## src/rtl/uart_tx_framer.sv

```systemverilog
// uart_tx_framer
//   Parametrised UART transmit framer. Accepts a parallel word over a
//   valid/ready handshake and serialises it as: start bit, DATA_W data bits
//   (LSB first), optional even/odd parity bit, then one or two stop bits.
//   Each bit is held for CLKS_PER_BIT clocks.
//
// Parameters
//   DATA_W        data bits per frame (5..9)
//   CLKS_PER_BIT  clocks per serial bit (>= 2)
//
// Ports
//   clk         system clock, rising edge
//   rst_n       asynchronous active-low reset
//   tx_data     word to send, sampled on accept
//   tx_valid    word available
//   tx_ready    framer idle and able to accept (combinational from state)
//   parity_en   1 = insert parity bit, sampled on accept
//   parity_odd  1 = odd parity, 0 = even, sampled on accept
//   stop2       1 = two stop bits, sampled on accept
//   tx_out      registered serial line, idles high
//   busy        frame in progress (= !tx_ready)
//   frame_done  one-clock pulse after the last stop bit completes
module uart_tx_framer #(
  parameter int DATA_W       = 8,
  parameter int CLKS_PER_BIT = 16
) (
  input  logic              clk,
  input  logic              rst_n,
  input  logic [DATA_W-1:0] tx_data,
  input  logic              tx_valid,
  output logic              tx_ready,
  input  logic              parity_en,
  input  logic              parity_odd,
  input  logic              stop2,
  output logic              tx_out,
  output logic              busy,
  output logic              frame_done
);

  localparam int BW = $clog2(CLKS_PER_BIT);
  localparam int IW = $clog2(DATA_W + 1);
  localparam logic [BW-1:0] BAUD_LAST = BW'(CLKS_PER_BIT - 1);
  localparam logic [IW-1:0] IDX_LAST  = IW'(DATA_W - 1);

  typedef enum logic [2:0] {
    S_IDLE,
    S_START,
    S_DATA,
    S_PARITY,
    S_STOP
  } state_t;

  state_t            r_state;
  logic [BW-1:0]     r_baud;
  logic [IW-1:0]     r_bit_idx;
  logic              r_stop_cnt;
  logic [DATA_W-1:0] r_shift;
  logic              r_par_en;
  logic              r_par_bit;
  logic              r_stop2;
  logic              r_tx_out;
  logic              r_frame_done;

  logic              w_accept;
  logic              w_bit_end;

  assign tx_ready   = (r_state == S_IDLE);
  assign busy       = ~tx_ready;
  assign tx_out     = r_tx_out;
  assign frame_done = r_frame_done;

  assign w_accept  = tx_valid && tx_ready;
  assign w_bit_end = (r_baud == BAUD_LAST);

  always_ff @(posedge clk or negedge rst_n) begin
    if (!rst_n) begin
      r_state      <= S_IDLE;
      r_baud       <= '0;
      r_bit_idx    <= '0;
      r_stop_cnt   <= 1'b0;
      r_shift      <= '0;
      r_par_en     <= 1'b0;
      r_par_bit    <= 1'b0;
      r_stop2      <= 1'b0;
      r_tx_out     <= 1'b1;
      r_frame_done <= 1'b0;
    end else begin
      r_frame_done <= 1'b0;

      if (r_state != S_IDLE) begin
        r_baud <= w_bit_end ? '0 : r_baud + 1'b1;
      end

      case (r_state)
        S_IDLE: begin
          if (w_accept) begin
            // Line drops on the accept edge itself; parity is computed from
            // the word here because the shift register is consumed later.
            r_state    <= S_START;
            r_baud     <= '0;
            r_bit_idx  <= '0;
            r_stop_cnt <= 1'b0;
            r_shift    <= tx_data;
            r_par_en   <= parity_en;
            r_par_bit  <= (^tx_data) ^ parity_odd;
            r_stop2    <= stop2;
            r_tx_out   <= 1'b0;
          end
        end

        S_START: begin
          if (w_bit_end) begin
            r_state  <= S_DATA;
            r_tx_out <= r_shift[0];
          end
        end

        S_DATA: begin
          if (w_bit_end) begin
            if (r_bit_idx == IDX_LAST) begin
              if (r_par_en) begin
                r_state  <= S_PARITY;
                r_tx_out <= r_par_bit;
              end else begin
                r_state  <= S_STOP;
                r_tx_out <= 1'b1;
              end
            end else begin
              // r_shift[0] is always the bit currently on the line.
              r_bit_idx <= r_bit_idx + 1'b1;
              r_shift   <= r_shift >> 1;
              r_tx_out  <= r_shift[1];
            end
          end
        end

        S_PARITY: begin
          if (w_bit_end) begin
            r_state  <= S_STOP;
            r_tx_out <= 1'b1;
          end
        end

        S_STOP: begin
          if (w_bit_end) begin
            if (r_stop2 && !r_stop_cnt) begin
              r_stop_cnt <= 1'b1;
            end else begin
              r_state      <= S_IDLE;
              r_frame_done <= 1'b1;
            end
          end
        end

        default: begin
          r_state  <= S_IDLE;
          r_tx_out <= 1'b1;
        end
      endcase
    end
  end

endmodule

```

## config.mk

```make
export PLATFORM = sky130hd
export DESIGN_NAME = uart_tx_framer
export DESIGN_NICKNAME = d
export VERILOG_FILES = /design/src/rtl/uart_tx_framer.sv
export SDC_FILE = /design/constraint.sdc
export NUM_CORES = 1
export LEC_CHECK = 0
export CORE_MARGIN = 2
export CORE_UTILIZATION = 40
export CTS_BUF_LIST = sky130_fd_sc_hd__clkbuf_16
export DETAILED_ROUTE_END_ITERATION = 6
export GPL_TIMING_DRIVEN = 0
export PLACE_DENSITY = 0.68
export RECOVER_POWER = 100
export REMOVE_ABC_BUFFERS = 1
export SYNTH_ARGS = -nofsm -noshare
export SYNTH_HDL_FRONTEND = slang
export SYNTH_SLANG_ARGS = --single-unit
```

## constraint.sdc

```tcl
create_clock -name clk -period 3.6 [get_ports clk]
set_input_delay 0.72 -clock clk [delete_from_list [all_inputs] [get_ports clk]]
set_output_delay 0.72 -clock clk [all_outputs]
set_load 0.05 [all_outputs]
```

==> metrics.yaml, run 1 <==
timing:
  period_needed_ns: 3.13
  worst_pin_slew_ns: 1.14
  setup_viol: 0
  finalMaxSlewViolations: 0
  period_share_pct: 86.9
  hold_slack_ns: 0.480
  fin_skew_ns: 0.00143
  max_freq_mhz: 320
  rsz0062_at_grt: "false"
  tns_ns: 0
  relSlewSlack_pct: 23.9
  final_hold_viol_count: 0
die:
  die_area_um2: 4040
  initial_core_util_pct: 42.2
  die_w_um: 63.6
  rows: 21
  design.core.area_um2: 3360
  io_pins: 18
  fp.dieH_um: 63.6
cts:
  cts_hold_buf: 0
  cts_setup_buffers: 0
  cts_resized: 0
  root_buffer: "clkbuf_16"
  cts_buffers: 3
  clock_path_buffers: 2
  htree_levels: 1
  cts_tree: "done"
  clock_latency_ns: 0.25
  clock_sinks: 25
  cts.clk_slew.worst_paths_ns: 0.06
power:
  ir_drop_mv: 0.329
  p_total_uw: 1360
  p_per_area_nw_per_um2: 815
  leakagePower_uw: 0.000705
synth:
  postSynthCellCount: 138
  synth_seq_area_share_pct: 44.2
  avgSynthCellArea_um2: 10.3
  synth_common_cells: "dfrtp_1, mux2_2, nand2_1, o21ai_0, a21oi_1"
  synth.distinct_cells: 38
  yosysTopAreaCell: "dfrtp_1"
  synth-async-reset-ratio_pct: 100
  ys_warn_count: 0
  synth_seq_cells: 25
  synth_top_cell_area_share_pct: 42.3
  synth_edf_count: 0
  yosysMostFrequentCell: "dfrtp_1"
  synthTopCellsByArea: "dfrtp_1, mux2_2, o21ai_0"
  synth_top_flop_cell: "dfrtp_1"
  synth.cell_area_um2: 1420
setup_path:
  crit_required_ns: 2.88
  path_buf_inv: 2
  path_delay_family: "buffers and inverters"
  end_kind: "output pin"
  crit_slowest_cell: "dlygate4sd3_1"
  reg2reg_slack_ns: 0.63
  slowest_delay_ns: 0.90
  cp.arrival_ns: 2.41
  worstPathCellList: "or3_1, inv_1, dlygate4sd3_1"
  crit_fanout: 12
  start_kind: "register"
  path_class: "reg2out"
drt:
  wl_per_cell_um: 14.0
  firstDrtPassIters: 4
  ant_nets: 0
  vias: 1056
  drt-vias-per-instance: 5.33
  drc: 0
  first_iter_violations: 57
  routed_wirelength_um: 2780
grt:
  grt_max_degree: 26
  antenna_found_initial: 0
  grtUsageTotal_pct: 15.8
  grt_pass1_wl_um: 5070
  grt-ovfl-total: 0
  first_global_vias: 1093
placed_design:
  numPortBuffers: 17
  routabilityCongestion: 0.733
  hpwl_um: 2020
  dpl.cell_count: 194
job:
  cap_violations: 0
layout:
  finalNetCount: 169
  multi_input_area_um2: 716
  diodes: 0
  fin_util_pct: 49.7
  layout-drive-gt1-share_pct: 14.5
  filler_cell_count: 340
  area.growth.synth_to_final_pct: 17.8
  seqCellArea_um2: 627
  final_cells: 198
status:
  outcome: "finished clean"
worst_hold_path:
  hold_class: "reg2reg"
cells by family (layout without fill, tap and decap cells):
| kind of cell | count (synthesis) | count (layout) | synth area share [%] |
|---|---|---|---|
| buffers and inverters | 13 | 27 | 4.41 |
| AOI/OAI and AO/OA | 35 | 35 | 15.6 |
| muxes | 16 | 16 | 12.5 |
| adders and majority gates | 2 | 2 | 1.76 |
| and+or+nand+nor | 40 | 40 | 16.2 |
| DFF | 25 | 25 | 44.2 |
| xor gates and xnor gates | 7 | 7 | 5.29 |
layout make-up:
class | count | area share (%)
sequential | 25 | 37.5
timing repair buffer | 17 | 10.2
clock buffer | 3 | 4.49
inverter | 6 | 1.35
clock inverter | 1 | 0.225
tap | 46 | 3.44
multi-input combinational | 100 | 42.8
path summary, 6_finish.rpt:
check                              to  startpoint  cells after the start
max                          tx_ready  r_state[1]                      3
max in group asynchronous  r_shift[3]       rst_n                      1
max reg2reg                r_shift[0]  r_state[1]                      4
min in group asynchronous     r_stop2       rst_n                      1
min reg2reg                 r_par_bit   r_par_bit                      2
min                         r_par_bit   r_par_bit                      2
tightest hold or removal path, cell delays in order (launching register included):
cell	delay, ns
dfrtp_1	0.34
nand2_1	0.05
o21ai_0	0.06
metal layers:
| layer | routed length, um | share of wire, % | global-route usage [%] | vias to the layer above |
|---|---|---|---|---|
| met1 | 1240 | 45 | 18.5 | 513 |
| li1 | - | - | - | 525 |
| met5 | 0 | 0 | 0 | - |
| met3 | 96 | 3.5 | 4.11 | 2 |
| met2 | 1430 | 51 | 28.9 | 16 |
| met4 | 15 | 0.54 | 3.26 | 0 |
stage by stage:
step,cell area (um^2),worst slack [ns]
2_1_floorplan,1380,1.24
3_5_place_dp,1610,0.752
5_1_grt,1670,0.333
3_3_place_gp,1610,0.776
4_1_cts,1690,0.549
6_report,1670,0.473
power by group:
part	internal [uW]	total [uW]	switching (uW)
combinational	276	624	348
clock	148	240	92.0
sequential	388	497	109
cell usage in the layout (no fill, tap or decap), types with 2 or more instances in the layout:
cell,n
mux2i_1,2
or4_1,2
nor2b_1,2
a21oi_1,9
ha_1,2
a31oi_1,3
xnor2_1,4
o21ai_0,13
o2111ai_1,2
xor2_1,2
inv_1,7
or3_1,2
clkdlybuf4s50_1,10
mux2_2,14
nand2b_1,2
clkbuf_16,3
dfrtp_1,24
nand2_1,13
dlygate4sd3_1,7
nor2_1,7
or3b_2,2
nand3_1,3
o31ai_1,4
flip-flops by register name, summed over array words and instances, names as in the netlist:
name and count:
r_par_bit 1, r_baud 4, frame_done 1, r_bit_idx 4, r_shift 8, r_stop2 1, tx_out 1, r_par_en 1
r_stop_cnt 1, r_state 3
(Power assumes the default switching activity.)
==> run 2, diff against run 1 <==
- CAP_MARGIN: not set -> 10
==> run 2 against run 1 <==
Total power fell by 0.15%. First-iteration DRC count down 14%. Sequential power barely moved. Largest cell class unchanged. Global-route usage unchanged. Count of clock-buffer cells in the layout is the same. Combinational power hardly changed. Clock power about the same. Cell count grew 0.51%.
==> metrics.yaml, run 2 (synthesized netlist as in run 1, its figures left out) <==
placed_design:
  hpwl_um: 2020
  numPortBuffers: 17
  routabilityCongestion: 0.733
cts:
  cts_setup_buffers: 0
  cts_hold_buf: 0
  cts_tree: "done"
  clock_latency_ns: 0.25
  cts_resized: 0
  cts_buffers: 3
  root_buffer: "clkbuf_16"
  cts.clk_slew.worst_paths_ns: 0.06
  htree_levels: 1
  clock_path_buffers: 2
  clock_sinks: 25
status:
  outcome: "finished clean"
layout:
  finalNetCount: 170
  final_cell_mix: "dfrtp_1, mux2_2, nand2_1, o21ai_0, clkdlybuf4s50_1"
  area.growth.synth_to_final_pct: 18.1
  diodes: 0
  reg.largest.list: "r_shift (8), r_baud (4), r_bit_idx (4)"
  largest-register: "r_shift"
  largest_reg_flops: 8
  layout-drive-gt1-share_pct: 14.4
  layout_commonest_cell: "dfrtp_1"
grt:
  antenna_found_initial: 0
  grt-ovfl-total: 0
  first_global_vias: 1093
  grt_pass1_wl_um: 5070
  grt_max_degree: 26
  grtUsageTotal_pct: 15.8
timing:
  fin_skew_ns: 0.00169
  period_needed_ns: 3.12
  worst_pin_slew_ns: 0.931
  finalMaxSlewViolations: 0
  max_freq_mhz: 320
  hold_slack_ns: 0.480
  tns_ns: 0
  relSlewSlack_pct: 37.7
  setup_viol: 0
  period_share_pct: 86.8
  rsz0062_at_grt: "false"
  final_hold_viol_count: 0
drt:
  ant_nets: 0
  first_iter_violations: 49
  drc: 0
  wl_per_cell_um: 13.9
  vias: 1057
  firstDrtPassIters: 4
  drt-vias-per-instance: 5.31
  routed_wirelength_um: 2770
power:
  ir_drop_mv: 0.328
  p_total_uw: 1360
  p_per_area_nw_per_um2: 812
  leakagePower_uw: 0.000707
setup_path:
  cp.arrival_ns: 2.40
  crit_required_ns: 2.88
  end_kind: "output pin"
  start_kind: "register"
  path_class: "reg2out"
  crit_fanout: 12
die:
  initial_core_util_pct: 42.2
  rows: 21
  die_area_um2: 4040
  io_pins: 18
  die_w_um: 63.6
  fp.dieH_um: 63.6
  design.core.area_um2: 3360
worst_hold_path:
  hold_class: "reg2reg"
job:
  cap_violations: 0
## run 2: changes by cell type in the layout (fill, tap and decap cells not counted)
cell,change
clkbuf_1,+1
## run 2: critical path: stages (launching register included)
cell and delay (ns):
dfrtp_1 0.54, or3_1 0.50, inv_1 0.21, dlygate4sd3_1 0.90
## run 2: layout make-up
cell class / instances / area [um^2]
Fill cell: 341 / 1690
Tap cell: 46 / 57.6
Multi-Input combinational cell: 100 / 716
Clock inverter: 1 / 3.75
Sequential cell: 25 / 627
Timing Repair Buffer: 18 / 174
Clock buffer: 3 / 75.1
Inverter: 6 / 22.5
## run 2: metrics by stage
| step | util [%] | instances | setup slack [ns] | cell area (um^2) |
|---|---|---|---|---|
| final | 49.8 | 199 | 0.476 | 1680 |
| after global routing | 49.8 | 199 | 0.333 | 1680 |
| after CTS | 50.1 | 198 | 0.549 | 1690 |
| after detailed placement | 47.8 | 194 | 0.752 | 1610 |
| after global placement | 47.8 | 194 | 0.776 | 1610 |
| after floorplan | - | 131 | 1.24 | 1380 |
## run 2: path summary, 6_finish.rpt
kind / slack, ns / endpoint / start / cells after the start
max: 0.48 / tx_ready / r_state[1] / 3
min: 0.48 / r_par_bit / r_par_bit / 2
max reg2reg: 0.65 / r_shift[0] / r_state[1] / 4
min reg2reg: 0.48 / r_par_bit / r_par_bit / 2
max in group asynchronous: 1.65 / r_par_en / rst_n / 2
min in group asynchronous: 0.84 / r_baud[3] / rst_n / 1
## run 2: per-layer routing
metal,vias up,wire length [um],track usage [%]
met5,-,0,0
met2,16,1420,28.9
met1,512,1240,18.5
li1,527,-,-
met3,2,88,4.11
met4,0,15,3.26
## run 2: where the power goes
group          switching, uW  total [uW]  leakage [uW]  internal (uW)
registers                108         496      0.000317            388
clock network           91.0         239     0.0000423            148
logic                    348         624      0.000347            276
